--- config.mk ---
export PLATFORM = sky130hd
export DESIGN_NAME = pipe_hazard_ctrl
export DESIGN_NICKNAME = d
export VERILOG_FILES = /design/src/rtl/pipe_hazard_ctrl.sv
export SDC_FILE = /design/constraint.sdc
export NUM_CORES = 1
export LEC_CHECK = 0
export CORE_UTILIZATION = 40
export DETAILED_ROUTE_END_ITERATION = 7
export PLACE_DENSITY_LB_ADDON = 0.3
export SETUP_SLACK_MARGIN = 0.3
export SYNTH_ARGS = -nofsm -noshare
export SYNTH_HDL_FRONTEND = slang
export SYNTH_SLANG_ARGS = --single-unit
--- constraint.sdc ---
create_clock -name clk -period 3.6 [get_ports clk]
set_clock_uncertainty 0.15 [all_clocks]
set_input_delay 0.72 -clock clk [delete_from_list [all_inputs] [get_ports clk]]
set_output_delay 0.72 -clock clk [all_outputs]
set_load 0.05 [all_outputs]
--- src/rtl/pipe_hazard_ctrl.sv ---
// rtl/pipe_hazard_ctrl.sv - pipeline hazard controller: load-use, MDU busy, redirect and external stall arbitration
// Arbitrates stall/flush controls and tracks the multiply/divide unit occupancy.
module pipe_hazard_ctrl #(
   parameter int MDU_LAT = 32
) (
   input  logic        clk,
   input  logic        rst,
   input  logic [4:0]  id_rs,
   input  logic [4:0]  id_rt,
   input  logic        id_use_rs,
   input  logic        id_use_rt,
   input  logic        id_mdu_op,
   input  logic        id_mdu_rd,
   input  logic [4:0]  ex_rd,
   input  logic        ex_rfwr,
   input  logic        ex_is_load,
   input  logic        ex_redirect,
   input  logic        ext_stall,
   output logic        pc_stall,
   output logic        ifid_stall,
   output logic        ifid_flush,
   output logic        idexe_stall,
   output logic        idexe_flush,
   output logic        exemem_stall,
   output logic        mdu_start,
   output logic        mdu_busy,
   output logic [15:0] stall_cycles
);

   typedef enum logic {IDLE = 1'b0, BUSY = 1'b1} state_t;

   localparam logic [5:0] CNT_INIT = 6'(MDU_LAT - 1);

   state_t      state_q, state_d;
   logic [5:0]  cnt_q, cnt_d;
   logic [15:0] stall_cnt_q, stall_cnt_d;

   logic load_hz;
   logic mdu_hz;

   assign load_hz = ex_is_load & ex_rfwr & (ex_rd != 5'd0) &
                    ((id_use_rs & (id_rs == ex_rd)) | (id_use_rt & (id_rt == ex_rd)));
   assign mdu_hz  = (state_q == BUSY) & (id_mdu_op | id_mdu_rd);

   // Priority: external freeze, then redirect, then a bubble for either data hazard.
   always_comb begin
      pc_stall     = 1'b0;
      ifid_stall   = 1'b0;
      ifid_flush   = 1'b0;
      idexe_stall  = 1'b0;
      idexe_flush  = 1'b0;
      exemem_stall = 1'b0;
      mdu_start    = 1'b0;
      if (ext_stall) begin
         pc_stall     = 1'b1;
         ifid_stall   = 1'b1;
         idexe_stall  = 1'b1;
         exemem_stall = 1'b1;
      end else if (ex_redirect) begin
         ifid_flush  = 1'b1;
         idexe_flush = 1'b1;
      end else if (load_hz | mdu_hz) begin
         pc_stall    = 1'b1;
         ifid_stall  = 1'b1;
         idexe_flush = 1'b1;
      end else begin
         mdu_start = id_mdu_op & ~rst;
      end
   end

   // The countdown keeps running under ext_stall: the MDU is not frozen by memory waits.
   always_comb begin
      state_d = state_q;
      cnt_d   = cnt_q;
      if (mdu_start) begin
         state_d = BUSY;
         cnt_d   = CNT_INIT;
      end else if (state_q == BUSY) begin
         if (cnt_q == 6'd1) begin
            state_d = IDLE;
            cnt_d   = 6'd0;
         end else begin
            cnt_d = cnt_q - 6'd1;
         end
      end
   end

   always_comb begin
      stall_cnt_d = stall_cnt_q;
      if (pc_stall && (stall_cnt_q != 16'hFFFF)) begin
         stall_cnt_d = stall_cnt_q + 16'd1;
      end
   end

   always_ff @(posedge clk or posedge rst) begin
      if (rst) begin
         state_q     <= IDLE;
         cnt_q       <= 6'd0;
         stall_cnt_q <= 16'd0;
      end else begin
         state_q     <= state_d;
         cnt_q       <= cnt_d;
         stall_cnt_q <= stall_cnt_d;
      end
   end

   assign mdu_busy     = (state_q == BUSY);
   assign stall_cycles = stall_cnt_q;

endmodule
==> metrics.md <==
| Metric | Value |
|---|---|
| Width of the die | 60.0 µm |
| Signed area change from the synthesized netlist to the final layout | 42.8% |
| RD Place Congestion | 0.811 |
| Synth top area share | 0.427 |
| Power density over the cells | 633 mW/mm² |
| Critical path arrival | 2.37 ns |
| Slew at the pin with the worst max-slew slack | 0.876 ns |
| Cell area after synthesis | 0.00135 mm² |
| Final total power | 1.22 mW |
| Relative max-transition margin | 0.415 |
| Unrepaired setup endpoints after global routing | false |
| Clk Latency, worst-skew pair | 0.31 ns |
| Final setup vio count | 0 |
| Fin Hold WS | 0.352 ns |
| Total CTS buffers | 3 |
| Cells traversed along the worst timing path | dlygate4sd2_1 > or3_1 > o311a_1 > and2_4 > a221oi_4 > inv_2 > buf_6 |
| Most common cell after layout, fill and taps aside | clkdlybuf4s50_1 |
| Nets@finish | 220 |
| Avg Synthesized Cell Area | 9.63 µm² |
| Setup_tns | 0 ns |
| Site row count | 20 |
| Cells taking the most area after synthesis | dfrtp_1, xor2_1, xnor2_1, nand2_1, nor3_1 |
| Fill cell total of the finished layout | 293 |
| Vert. Die Dim | 60.0 µm |
| Number of antenna violations at the first check in global routing | 0 |
| All-Layer GR Usage | 0.193 |
| Layer with the highest usage | met2 |
| Via count of the first global-routing pass | 1167 |
| Critical path buffer and inverter count | 3 |
| Count of cells along the worst register-to-register path | 7 |
| Total leakage power | 0.814 nW |
| Result of the run | complete, no violations |
| Logic depth of the worst setup path including buffers | 7 |
| Worst Setup Start Kind | input pin |
| Fraction of the cycle the final worst path needs | 0.900 |
| Area of all placed cells without fillers | 0.00192 mm² |
| Top cell family by delay on the critical path | compound AO/OA/AOI/OAI gates |
| Share of synthesized area occupied by flip-flops and latches | 0.427 |
| Placed Instances | 231 |
| Number of antenna diodes | 0 |
| Highest-count cells in the layout ignoring fill and taps | clkdlybuf4s50_1, dfrtp_1, nand2_1 |
| Required time of the critical path | 2.73 ns |
| # Max-Cap Violations | 0 |
| Cell at the slowest stage of the critical path | or3_1 |
| Worst IR drop on VDD | 0.000543 V |
| Met1 Use GR | 0.238 |
| Via count normalized by instance count | 5.13 |
| Via total after detailed routing | 1206 |
| Synth unique cells | 34 |
| Warnings from Yosys | 0 |
| Count of flip-flops with a built-in enable after synthesis | 0 |
| Maximum clock frequency | 309 MHz |
| Cts hold-fix bufs | 0 |
| Length of the first detailed-routing pass in iterations | 4 |
| Final worst setup slack | 0.360 ns |
| Fraction of layout cells with a size suffix above 1 | 0.105 |
| Post-layout instance count excluding filler cells | 235 |
| Endpoint of the most critical register-to-register path | stall_cycles[1] |
| First DRT Iteration DRCs | 43 |
| Number of antenna-violating nets in the routed design | 0 |
| Post-synth top area cell | dfrtp_1 |
| Placeable Area | 0.00313 mm² |
| Worst setup slack for register-to-register paths | 1.56 ns |
| Total routed wirelength | 3.08 mm |
| Placed Area | 0.00188 mm² |
| Pin count of the biggest net entering global routing | 24 |
| Maximum clock path buffer count | 2 |
| Met2 usage in global routing | 0.340 |
| Hold violation count in the final report | 0 |
| Final slew viol count | 0 |
| Number of standard cells after synthesis | 140 |
| Period minus WS final | 3.24 ns |
| Wire length of the first global-routing pass | 5.15 mm |
| M3 GR Usage | 0.0325 |
| Register area | 576 µm² |
| Final core utilization | 0.615 |
| Routed wire length per instance | 13.1 µm |
| Number of top-level pins | 49 |
| Ys flop type | dfrtp_1 |
| CTS tree | yes |
| Worst setup path start | ex_rd[0] |
| HP Class | register to register |
| Clock slew at reported path FFs | 0.12 ns |
| Die Footprint | 0.00360 mm² |
| Number of buffers inserted by port buffering | 48 |
| Detailed-route DRC error count | 0 |
| CTS H-Tree Depth | 1 |
| Post-synthesis sequential element count | 23 |
| Crit Path Class | input pin to output pin |
| Footprint of the multi-input gates | 712 µm² |
| Clock root buffer | clkbuf_4 |
| Post-synth net total | 168 |
| Crit path capture type | output pin |
| Share of synthesized registers carrying an async set or reset | 1.00 |
| Remaining global-route overflow | 0 |
| Number of sinks handled by clock tree synthesis | 23 |
| Startpoint of the worst register-to-register path | stall_cycles[6] |
| Half-perimeter wire length of the detailed placement result | 2.37 mm |
| CP Max Fanout | 3 |
| Stage delay of the slowest cell on the critical path | 0.38 ns |
| Effective utilization at floorplan | 0.431 |
| Worst setup path endpoint | ifid_stall |
| Post-placement setup slack | 0.106 ns |
==> cell families (layout without fill, tap and decap cells) <==
group | after synthesis | count (layout) | synth area share
mux | 3 | 3 | 0.0241
xor+xnor | 24 | 24 | 0.156
flops | 23 | 23 | 0.427
compound gates | 15 | 15 | 0.0901
fa+ha+maj | 3 | 3 | 0.0279
buf+inv | 14 | 65 | 0.0529
simple gates | 58 | 58 | 0.222
==> Yosys cell counts (all sizes together) (2+ instances only) <==
cell    count
inv         8
nor2        5
and3        2
a21oi       2
dfrtp      23
nor3        9
nand2      17
ha          3
xor2       13
nor4        7
nand4       4
o21ai       3
nor4b       2
nor3b       2
xnor2      11
mux2        2
nand3       8
buf         4
clkbuf      2
==> registers in the layout (all words and copies together), names as in the netlist <==
register and count:
cnt_q 6, mdu_busy 1, stall_cycles 16
==> how the worst min path moves through the flow <==
| stage | startpoint | endpoint | slack (ns) | depth (start not counted) |
|---|---|---|---|---|
| floorplan | cnt_q[1] | cnt_q[1] | 0.36 | 2 |
| global placement | stall_cycles[5] | stall_cycles[5] | 0.33 | 1 |
| detailed placement | stall_cycles[15] | stall_cycles[15] | 0.33 | 1 |
| CTS | stall_cycles[5] | stall_cycles[5] | 0.35 | 1 |
| global route | stall_cycles[5] | stall_cycles[5] | 0.36 | 1 |
| finish | stall_cycles[15] | stall_cycles[15] | 0.35 | 1 |
==> power breakdown <==
group / internal (mW) / switching, mW / total, mW
logic: 0.248 / 0.386 / 0.634
registers: 0.347 / 0.119 / 0.466
clock network: 0.0415 / 0.0765 / 0.118
total: 0.636 / 0.582 / 1.22
==> final cells by class <==
type	count	share of cell area
well taps	44	0.0286
clock buffers	3	0.0117
repair buffers	53	0.272
inverters	8	0.0156
flip-flops and latches	23	0.299
clock inverters	1	0.00260
multi-input cells	103	0.370
==> metal layers <==
metal,vias to the layer above,share of wire
li1,596,-
met1,573,0.44
met2,31,0.51
met3,6,0.039
met4,0,0.0075
met5,-,0
==> timing repair <==
action | CTS | global route
setup buffers | 0 | 0
endpoints found under the setup margin | 4 | 4
resized for setup | 7 | 1
pin swaps | 2 | 2
Power figures use the tool's default switching activity.
